### config.mk
export PLATFORM = sky130hd
export DESIGN_NAME = seg_scan_driver_flat
export DESIGN_NICKNAME = d
export VERILOG_FILES = /design/src/rtl/seg_scan_driver_if.sv /design/src/rtl/seg_scan_driver.sv /design/src/flat_wrapper.sv
export SDC_FILE = /design/constraint.sdc
export NUM_CORES = 1
export LEC_CHECK = 0
export ABC_CLOCK_PERIOD_IN_PS = 3900
export CORE_ASPECT_RATIO = 0.7
export CORE_MARGIN = 10
export CORE_UTILIZATION = 38
export DETAILED_ROUTE_END_ITERATION = 16
export DONT_BUFFER_PORTS = 1
export PLACE_DENSITY = 0.55
export SLEW_MARGIN = 0
export SYNTH_ARGS = -nofsm -noshare
export SYNTH_HDL_FRONTEND = slang
export SYNTH_SLANG_ARGS = --single-unit
export TNS_END_PERCENT = 5
### constraint.sdc
create_clock -name clk -period 3.9 [get_ports clk]
set_clock_uncertainty 0.2 [all_clocks]
set_input_delay 0.585 -clock clk [delete_from_list [all_inputs] [get_ports clk]]
set_output_delay 0.585 -clock clk [all_outputs]
set_load 0.01 [all_outputs]
### src/rtl/seg_scan_driver_if.sv
// Display-side bus of seg_scan_driver: value load strobe in, digit index/nibble/status out.
// The blank signal exists only when SEG_SCAN_LZ_BLANK_EN is defined.
interface seg_scan_driver_if;
  logic [31:0] data_in;
  logic        load;
  logic [2:0]  count;
  logic [3:0]  x;
  logic        pending;
  logic        frame_done;
`ifdef SEG_SCAN_LZ_BLANK_EN
  logic        blank;

  modport master (output data_in, load,
                  input  count, x, pending, frame_done, blank);
  modport slave  (input  data_in, load,
                  output count, x, pending, frame_done, blank);
`else
  modport master (output data_in, load,
                  input  count, x, pending, frame_done);
  modport slave  (input  data_in, load,
                  output count, x, pending, frame_done);
`endif
endinterface

### src/rtl/seg_scan_driver.sv
// Eight-digit seven-segment scan controller with frame-boundary double buffering.
// Optional leading-zero blanking output enabled by SEG_SCAN_LZ_BLANK_EN.
module seg_scan_driver #(
  parameter int unsigned SCAN_DIV = 100000,
  parameter int unsigned DIV_W    = 24
) (
  input  logic           clk,
  input  logic           rst,
  seg_scan_driver_if.slave bus
);

  localparam int unsigned DISP_W = 32;
  localparam int unsigned CNT_W  = 3;

  logic [DIV_W-1:0]  div_cnt_q, div_cnt_d;
  logic [CNT_W-1:0]  count_q, count_d;
  logic [DISP_W-1:0] disp_q, disp_d;
  logic [DISP_W-1:0] pend_data_q, pend_data_d;
  logic              pending_q, pending_d;
  logic              frame_done_q, frame_done_d;

  logic              tick_c;
  logic              wrap_c;
  logic [4:0]        x_lsb_c;

  assign tick_c = (div_cnt_q == DIV_W'(SCAN_DIV - 1));
  assign wrap_c = tick_c && (count_q == CNT_W'(7));

  // Next-state: prescaler, digit index, pending buffer and frame commit
  always_comb begin
    div_cnt_d    = div_cnt_q + DIV_W'(1);
    count_d      = count_q;
    disp_d       = disp_q;
    pend_data_d  = pend_data_q;
    pending_d    = pending_q;
    frame_done_d = wrap_c;

    if (tick_c) begin
      div_cnt_d = '0;
      count_d   = count_q + CNT_W'(1);
    end

    if (bus.load) begin
      pend_data_d = bus.data_in;
      pending_d   = 1'b1;
    end

    // A load in the wrap cycle bypasses the buffer so it is never one frame late
    if (wrap_c) begin
      if (bus.load) begin
        disp_d = bus.data_in;
      end else if (pending_q) begin
        disp_d = pend_data_q;
      end
      pending_d = 1'b0;
    end
  end

  always_ff @(posedge clk) begin
    if (rst) begin
      div_cnt_q    <= '0;
      count_q      <= '0;
      disp_q       <= '0;
      pend_data_q  <= '0;
      pending_q    <= 1'b0;
      frame_done_q <= 1'b0;
    end else begin
      div_cnt_q    <= div_cnt_d;
      count_q      <= count_d;
      disp_q       <= disp_d;
      pend_data_q  <= pend_data_d;
      pending_q    <= pending_d;
      frame_done_q <= frame_done_d;
    end
  end

  // Digit 0 is the leftmost nibble, so its LSB index is 4*(7-count) = {~count, 2'b00}
  assign x_lsb_c = {~count_q, 2'b00};

  assign bus.count      = count_q;
  assign bus.x          = disp_q[x_lsb_c +: 4];
  assign bus.pending    = pending_q;
  assign bus.frame_done = frame_done_q;

`ifdef SEG_SCAN_LZ_BLANK_EN
  // Blank while this nibble and everything to its left is zero; rightmost digit always shown
  assign bus.blank = (count_q != CNT_W'(7)) && ((disp_q >> x_lsb_c) == DISP_W'(0));
`endif

endmodule

### src/flat_wrapper.sv
// flat-port wrapper written by rule: the top's interface ports become plain ports
module seg_scan_driver_flat 
#(
  parameter int unsigned SCAN_DIV = 100000,
  parameter int unsigned DIV_W    = 24
)
  (clk, rst, bus_data_in, bus_load, bus_count, bus_x, bus_pending, bus_frame_done);
  seg_scan_driver_if bus_i ();
  input  logic clk;
  input  logic rst;
  input wire logic [$bits(bus_i.data_in)-1:0] bus_data_in;
  input wire logic [$bits(bus_i.load)-1:0] bus_load;
  output wire logic [$bits(bus_i.count)-1:0] bus_count;
  output wire logic [$bits(bus_i.x)-1:0] bus_x;
  output wire logic [$bits(bus_i.pending)-1:0] bus_pending;
  output wire logic [$bits(bus_i.frame_done)-1:0] bus_frame_done;
  assign bus_i.data_in = bus_data_in;
  assign bus_i.load = bus_load;
  assign bus_count = bus_i.count;
  assign bus_x = bus_i.x;
  assign bus_pending = bus_i.pending;
  assign bus_frame_done = bus_i.frame_done;
  seg_scan_driver #(.SCAN_DIV(SCAN_DIV), .DIV_W(DIV_W)) u_core (.clk(clk), .rst(rst), .bus(bus_i));
endmodule
### Word level (Yosys, flattened, before mapping)

Cells that the tools add are included.

| storage, ports and cells | value |
|---|---|
| input port bits | 35 |
| flip-flop bits (word level) | 93 |
| output and inout port bits | 9 |
| logic and storage cells | 19 |

| cells by class | value |
|---|---|
| shift operators | 1 |
| add/sub/neg operators | 2 |
| eq/ne operators | 2 |
| reductions and logical operators | 5 |
| mux-type cells | 2 |
| bitwise operators | 1 |

Operator list:

| kind | number |
|---|---|
| 2-to-1 mux 32 bit | 2 |
| indexed part select 32 x 6 -> 4 bit | 1 |
| adder 24 x 1 -> 24 bit (second input constant) | 1 |
| == test 24 x 17 -> 1 bit (second input constant) | 1 |
| OR reduction 2 bit | 2 |
| adder 3 x 1 -> 3 bit (second input constant) | 1 |
| == test 3 bit (second input constant) | 1 |
| NOT 3 bit | 1 |
| AND reduction 2 bit | 1 |
| nonzero test 2 bit | 1 |
| logical AND 1 bit | 1 |

### Logic depth before layout (Yosys ltp)

Gate-level depths: netlist of the first run.

| logic depth | value |
|---|---|
| word-level depth | 3 |
| mapped depth | 7 |
| gate-level depth less buffers | 5 |

### Least setup slack after synthesis of the first run

No wires, ideal clock.

| timing path | value |
|---|---|
| path type | register to register |
| start point | register u_core.div_cnt_q[20] |
| end point | register u_core.disp_q[10] |
| stages on the path, launching flop included | 7 |
| library setup time | 0.121 ns |
| period minus slack after synthesis | 2.659 ns |
| slack | 1.241 ns |
| data required time | 3.579 ns |
| path buffers | 2 |
| data arrival time | 2.338 ns |
| path through | dfxtp_1 > or4_1 > or4_4 > or4_4 > buf_6 > buf_12 > mux2_4 |

| between the ends | value |
|---|---|
| word-level cells in the longest chain between the ends | 3 |

Ends and longest elaborated chain:

| element | line | RTL |
|---|---|---|
| from (decl) | seg_scan_driver.sv:15 | `logic [DIV_W-1:0] div_cnt_q, div_cnt_d;` |
| from (signal assigned) | seg_scan_driver.sv:68 | `div_cnt_q <= div_cnt_d;` |
| == test 24 x 17 -> 1 bit | seg_scan_driver.sv:26 | `assign tick_c = (div_cnt_q == DIV_W'(SCAN_DIV - 1));` |
| logical AND 1 bit | seg_scan_driver.sv:27 | `assign wrap_c = tick_c && (count_q == CNT_W'(7));` |
| AND reduction 2 bit (no source line) | -- |  |
| to (signal assigned) | seg_scan_driver.sv:70 | `disp_q <= disp_d;` |
| to (decl) | seg_scan_driver.sv:17 | `logic [DISP_W-1:0] disp_q, disp_d;` |

No other way between the ends.
A chain may end at the register's enable or synchronous reset.

### Final worst setup path of the first run

| timing path | value |
|---|---|
| start point | register u_core.div_cnt_q[19] |
| end point | register u_core.disp_q[23] |

The elaborated chain is that of the path after synthesis.

==> out/results.txt, run 1 <==
Fraction of the cycle the final worst path needs -> 73.8%
Number of antenna violations at the first check in global routing -> 0
Clock buffers created by TritonCTS -> 9
Detailed-route vias per instance -> 5.07
Cell count of the worst hold path -> 1
Postcts setup bufs -> 0
Post-Route Utilization -> 42.6%
FF-to-FF setup slack -> 1.02 ns
Hold wc startpoint -> rst
Hold Buf Count CTS -> 0
Clock slew seen by the registers of the worst setup and hold paths -> 0.06 ns
Leakage power summed over all cells -> 1.77 nW
Placement Rows -> 31
Number of global-route vias before repair -> 2464
Initial Util -> 39.2%
H-tree Lvls -> 3
Final GP Congestion -> 0.819
Post-synth EDFFs -> 0
Count of nets left with antenna violations after detail routing -> 0
Floorplan core area -> 10400 sq um
R2R cell count -> 4
Min Hold Slack -> 0.127 ns
Clock period minus worst slack -> 2.88 ns
Maximum fanout encountered on the critical timing path -> 32
Signal arrival time at the worst endpoint -> 2.91 ns
Mean area per synthesized cell -> 10.8 sq um
Worst min-delay path class -> input pin to register
Area share of the leading cell type in the synthesized netlist -> 45.6%
Max-capacitance violation count -> 0
Clock Sink Count -> 93
Power per unit of standard cell area -> 430 nW/um^2
Mapped Nets -> 416
Count of input and output buffers -> 0
Sequential share of the synthesized area -> 45.6%
Diode count -> 0
Die Span Y -> 107 um
Async S/R FF share, synth -> 0%
Most frequent standard cell in the layout excluding fill and tap cells -> dfxtp_1
Buffer type at the clock tree root -> clkbuf_16
Required time worst endpoint -> 3.93 ns
Hold worst-path end -> u_core.pend_data_q[20]
Endpoint kind of the worst setup timing path -> register
Max Transition Viols Final -> 0
Top Ports -> 44
Slew at the pin with the worst max-slew slack -> 0.635 ns
CP max stage delay -> 0.83 ns
Warnings, synthesis -> 0
Final setup viols -> 0
Worst Path Buf+Inv -> 0
Clock tree buffer depth -> 2
Status -> complete, no violations
Capture instance of the worst register-to-register path -> u_core.disp_q[23]
Wire length of the first global-routing pass -> 13600 um
Commonest non-fill, non-tap cells in the layout -> dfxtp_1, nor2_1, mux2i_1
Unrepaired setup endpoints after global routing -> false
Final routed wire length divided by cell count -> 16.7 um
Critical register-to-register path startpoint -> u_core.div_cnt_q[19]
Worst vdd rail ir drop -> 196 uV
Synthesized instance count -> 378
Path type of the worst setup path -> register to register
Overall routed net length -> 8470 um
Floorplan die width -> 144 um
Die Outline Area -> 15400 sq um
Post-cts gate resize count -> 0
Area grow syn2layout -> 8.79%
NumNets Final -> 409
Post-synth cell types -> 33
Cell repeated most along the worst path -> or4_4
Count of endpoints failing hold in the final timing report -> 0
Slew margin rel. -> 57.3%
Highest attainable clock frequency -> 347 MHz
Setup TNS -> 0 ns
Cell with the largest stage delay on the worst path -> or4_4
Share of layout cells above drive strength 1 -> 18.1%
Worst path top cell family by delay -> simple AND/OR/NAND/NOR gates
Crit-path cells -> or4_1, or4_4, or4_4, mux2_4
Number of violations reported at the end of detailed-routing iteration 0 -> 198
GRT Util Overall -> 11.4%
Post-synthesis instance area -> 4090 sq um
Post-DP HPWL -> 5860 um
Total number of vias -> 2577
Dominant register cell in the synthesized netlist -> dfxtp_1
Top area cells in the synthesized netlist -> dfxtp_1, mux2_4, mux2i_1
Number of synthesized register bits -> 93
CTS tree -> done
DRC errors left -> 0
Cell accounting for the most synthesized area -> dfxtp_1
CP startpoint kind -> register
Number of detailed-route iterations in the first pass -> 5
Clock insertion delay at the later pin of the skew report -> 0.34 ns
Maximum number of pins on one net before global-route repair -> 70
Remaining Overflow, GRT -> 0
==> power breakdown <==
part	internal [mW]	switching [mW]
sequential	0.972	0.00848
clock	0.515	0.365
combinational	0.0248	0.0248
total	1.51	0.399
==> through the flow <==
step	instance area [sq um]	power [mW]	setup WS (ns)	std cells
CTS	4450	1.94	1.02	508
global route	4450	1.98	0.937	508
floorplan	4090	1.06	1.24	378
finish	4450	1.91	1.02	508
detailed placement	4140	1.05	1.02	492
global placement	4140	1.05	1.08	492
==> state kept, by name, summed over array words and instances, names as in the netlist <==
| name | flops |
|---|---|
| u_core.div_cnt_q | 24 |
| u_core.pend_data_q | 32 |
| u_core.bus.pending | 1 |
| u_core.bus.frame_done | 1 |
| u_core.disp_q | 32 |
| u_core.bus.count | 3 |
==> synth_stat cells, types with 2 or more instances <==
cell type,n
mux4_2,8
nor3_1,6
dfxtp_1,93
mux2_4,30
o31ai_1,4
a21oi_1,9
nand3_1,8
or4_4,2
and4_1,2
buf_12,3
or4_1,7
mux2_2,7
clkbuf_1,15
ha_1,3
buf_1,2
o21ai_0,7
nor4_1,6
nand2_1,13
mux2i_1,34
or3_1,5
nor2b_1,33
xor2_1,2
inv_1,5
nand4_1,6
nor2_1,50
xnor2_1,11
==> worst max path at each step <==
stage	cells after the start	slack [ns]	start	end
5_1_grt	4	0.94	u_core.div_cnt_q[20]	u_core.disp_q[1]
2_1_floorplan	6	1.24	u_core.div_cnt_q[20]	u_core.disp_q[10]
3_3_place_gp	4	1.08	u_core.div_cnt_q[20]	u_core.disp_q[21]
4_1_cts	4	1.02	u_core.div_cnt_q[20]	u_core.disp_q[4]
6_report	4	1.02	u_core.div_cnt_q[19]	u_core.disp_q[23]
3_5_place_dp	4	1.02	u_core.div_cnt_q[20]	u_core.disp_q[20]
==> cell families (layout without fill, tap and decap cells) <==
family | count (synthesis) | count (layout) | share of synthesized area, %
DFF | 93 | 93 | 45.6
buffers and inverters | 26 | 24 | 3.77
AOI/OAI and AO/OA | 21 | 21 | 2.88
xor gates and xnor gates | 13 | 13 | 2.79
adders and majority gates | 3 | 3 | 0.919
and+or+nand+nor | 143 | 143 | 18.4
muxes | 79 | 79 | 25.7
==> cell type report <==
class	count	area, sq um
fillers	973	5990
well taps	132	165
repair buffers	3	22.5
flip-flops and latches	93	1860
clock inverters	5	58.8
inverters	5	18.8
clock buffers	11	243
multi-input cells	259	2080
==> routing by layer <==
metal | routed length (um) | track usage (%) | vias to the layer above | part of all wire [%]
li1 | - | - | 1309 | -
met1 | 4260 | 15.7 | 1184 | 50
met2 | 3240 | 14.7 | 71 | 38
met3 | 841 | 5.51 | 13 | 9.9
met4 | 134 | 4.29 | 0 | 1.6
met5 | 0 | 0 | - | 0
(Power assumes the default switching activity.)
==> run 2: changes to the inputs <==
ABC_AREA = 1   (was default)
ABC_CLOCK_PERIOD_IN_PS = 2800   (was 3900)
clock period = 2.8 ns   (was 3.9 ns; I/O delays follow)
==> out/results.txt, run 2 <==
Floorplan core area -> 11200 sq um (was 10400 sq um)
Post-synthesis instance area -> 4440 sq um (was 4090 sq um)
Top Ports -> 44 (unchanged)
Final setup viols -> 0 (unchanged)
Hold wc startpoint -> bus_data_in[26] (was rst)
Layer carrying the most global-route usage -> met1 (unchanged)
Clock Sink Count -> 93 (unchanged)
Final GP Congestion -> 0.901 (was 0.819)
FF-to-FF setup slack -> 0.53 ns (was 1.02 ns)
Most frequent standard cell in the layout excluding fill and tap cells -> nand2_1 (was dfxtp_1)
Clock buffers created by TritonCTS -> 9 (unchanged)
Dominant register cell in the synthesized netlist -> dfxtp_1 (unchanged)
Number of synthesized register bits -> 93 (unchanged)
Clock insertion delay at the later pin of the skew report -> 0.34 ns (about the same)
Area share of the leading cell type in the synthesized netlist -> 41.9% (was 45.6%)
Slew at the pin with the worst max-slew slack -> 0.561 ns (was 0.635 ns)
GRT Util Overall -> 13.8% (was 11.4%)
Warnings, synthesis -> 0 (unchanged)
Max Transition Viols Final -> 0 (unchanged)
Worst min-delay path class -> input pin to register (unchanged)
Area fraction in compound gates after synthesis -> 6.53% (was 2.88%)
Slew margin rel. -> 62.5% (was 57.3%)
Final routed wire length divided by cell count -> 14.4 um (was 16.7 um)
Clock tree buffer depth -> 2 (unchanged)
Post-synth cell types -> 29 (was 33)
Clock slew seen by the registers of the worst setup and hold paths -> 0.06 ns (about the same)
Synth cell count leaders -> nand2_1, nor2_1, dfxtp_1 (was dfxtp_1, nor2_1, mux2i_1)
Overall routed net length -> 11100 um (was 8470 um)
Clock period minus worst slack -> 2.51 ns
Cell count of the worst hold path -> 2 (was 1)
Number of global-route vias before repair -> 3507 (was 2464)
Number of detailed-route iterations in the first pass -> 5 (unchanged)
Number of violations reported at the end of detailed-routing iteration 0 -> 307 (was 198)
Top area cells in the synthesized netlist -> dfxtp_1, nand2_1, nor2_1 (was dfxtp_1, mux2_4, mux2i_1)
Worst vdd rail ir drop -> 314 uV (was 196 uV)
R2R cell count -> 8 (was 4)
Count of input and output buffers -> 0 (unchanged)
Unrepaired setup endpoints after global routing -> false (unchanged)
Count of endpoints failing hold in the final timing report -> 0 (unchanged)
Hold worst-path end -> u_core.pend_data_q[26] (was u_core.pend_data_q[20])
H-tree Lvls -> 3 (unchanged)
Die Outline Area -> 16500 sq um (was 15400 sq um)
CP startpoint kind -> register (unchanged)
Post-synth EDFFs -> 0 (unchanged)
Cell accounting for the most synthesized area -> dfxtp_1 (unchanged)
Setup TNS -> 0 ns (unchanged)
Maximum number of pins on one net before global-route repair -> 35 (was 70)
Wire length of the first global-routing pass -> 18500 um (was 13600 um)
Detailed-route vias per instance -> 4.87 (was 5.07)
Fraction of the cycle the final worst path needs -> 89.6%
Largest family of logic cells by synthesized area -> simple AND/OR/NAND/NOR gates (was multiplexers)
Highest attainable clock frequency -> 398 MHz
Synthesized-area fraction occupied by xor and xnor cells -> 0.986% (was 2.79%)
CTS tree -> done (unchanged)
Post-Route Utilization -> 42.9% (was 42.6%)
Met3 GRT Util -> 4.11% (was 5.51%)
Async S/R FF share, synth -> 0% (unchanged)
Post-DP HPWL -> 8010 um (was 5860 um)
Synthesized instance count -> 627 (was 378)
Number of antenna violations at the first check in global routing -> 0 (unchanged)
Max-capacitance violation count -> 0 (unchanged)
Endpoint kind of the worst setup timing path -> output pin (was register)
Path type of the worst setup path -> register to output pin (was register to register)
Met2 global-route usage -> 18.8% (was 14.7%)
Buffer type at the clock tree root -> clkbuf_16 (unchanged)
Regs by FF count -> u_core.disp_q x32, u_core.pend_data_q x32, u_core.div_cnt_q x24 (unchanged)
Die Span Y -> 110 um (was 107 um)
Maximum fanout encountered on the critical timing path -> 18 (was 32)
Critical register-to-register path startpoint -> u_core.div_cnt_q[0] (was u_core.div_cnt_q[19])
Sequential share of the synthesized area -> 41.9% (was 45.6%)
Commonest non-fill, non-tap cells in the layout -> nand2_1, nor2_1, dfxtp_1 (was dfxtp_1, nor2_1, mux2i_1)
Status -> complete, no violations (unchanged)
Signal arrival time at the worst endpoint -> 1.89 ns (was 2.91 ns)
Mapped Nets -> 665 (was 416)
Min Hold Slack -> 0.0483 ns (was 0.127 ns)
Area grow syn2layout -> 8.31% (was 8.79%)
Area share of and/or/nand/nor cells after synthesis -> 30.8% (was 18.4%)
Adder-Cell Fraction of Synth Area -> 0.845% (was 0.919%)
Most common cell in the synthesized netlist -> nand2_1 (was dfxtp_1)
Placement Rows -> 32 (was 31)
Multiplexer share of the synthesized area -> 7.21% (was 25.7%)
Power per unit of standard cell area -> 558 nW/um^2 (was 430 nW/um^2)
Floorplan die width -> 149 um (was 144 um)
Leakage power summed over all cells -> 1.99 nW (was 1.77 nW)
Remaining Overflow, GRT -> 0 (unchanged)
Mean area per synthesized cell -> 7.09 sq um (was 10.8 sq um)
DRC errors left -> 0 (unchanged)
Met1 demand-to-capacity share in global routing -> 20.3% (was 15.7%)
Diode count -> 0 (unchanged)
Count of nets left with antenna violations after detail routing -> 0 (unchanged)
NumNets Final -> 651 (was 409)
Initial Util -> 39.6% (was 39.2%)
Capture instance of the worst register-to-register path -> u_core.div_cnt_q[8] (was u_core.disp_q[23])
Share of layout cells above drive strength 1 -> 6.65% (was 18.1%)
Fill count -> 1184 (was 973)
Required time worst endpoint -> 2.18 ns (was 3.93 ns)
Total number of vias -> 3749 (was 2577)
[run 2: cell count changes after synthesis, moves of 16 or more]
cell / delta
mux2_4: -30
nor2_1: +67
nand4_1: +30
a21oi_1: +21
nor2b_1: -33
o21ai_0: +16
nand2_1: +107
inv_1: +82
[run 2: layout make-up]
cell class	instances	area, sq um	share of cell area (%)
Multi-Input combinational cell	411	2060	42.8
Sequential cell	93	1860	38.7
Inverter	91	343	7.12
Clock buffer	11	243	5.04
Tap cell	153	191	3.98
Timing Repair Buffer	7	65.1	1.35
Clock inverter	4	48.8	1.01
[run 2: power breakdown]
group / total [mW] / internal [mW] / switching, mW
sequential: 1.36 / 1.35 / 0.0103
clock: 1.21 / 0.710 / 0.496
combinational: 0.114 / 0.0430 / 0.0706
[run 2: timing repair]
item / CTS / global route
hold buffers: 1 / 0
endpoints found under the setup margin: 0 / 3
hold endpoints to repair: 33 / 0
gates resized for setup: 0 / 1
buffers inserted: 0 / 0
[run 2: critical path, stage by stage (launching register included)]
cell,delay (ns)
dfxtp_1,0.54
inv_2,0.22
a21oi_1,0.16
o21ai_0,0.15
nand2_1,0.10
nor2_1,0.04
a31oi_1,0.34
[run 2: worst max path at each step]
stage | depth (start not counted) | slack [ns] | endpoint | from
detailed placement | 6 | 0.47 | bus_x[2] | u_core.bus.count[1]
finish | 6 | 0.29 | bus_x[2] | u_core.bus.count[0]
floorplan | 6 | 0.81 | bus_x[0] | u_core.bus.count[0]
global route | 6 | 0.11 | bus_x[2] | u_core.bus.count[0]
global placement | 6 | 0.49 | bus_x[2] | u_core.bus.count[1]
CTS | 6 | 0.08 | bus_x[2] | u_core.bus.count[1]
[run 2: cells by family (layout without fill, tap and decap cells)]
kind of cell               count (synthesis)  count (layout)
DFF                                       93              93
and+or+nand+nor                          314             314
adders and majority gates                  3               3
xor gates and xnor gates                   5               5
AOI/OAI and AO/OA                         57              57
muxes                                     32              32
buffers and inverters                    123             113
[run 2: metrics by stage]
stage          power [mW]  worst slack (ns)  instance area [sq um]  instances
2_1_floorplan        1.50             0.805                   4440        627
6_report             2.68             0.290                   4810        770
3_3_place_gp         1.50             0.487                   4500        754
3_5_place_dp         1.50             0.465                   4500        754
5_1_grt              2.78             0.109                   4810        770
4_1_cts              2.72            0.0847                   4810        770
[run 2: per-layer routing]
| layer | vias up | wire length [um] |
|---|---|---|
| met5 | - | 0 |
| li1 | 1947 | - |
| met3 | 9 | 711 |
| met4 | 0 | 119 |
| met1 | 1700 | 5900 |
| met2 | 93 | 4360 |
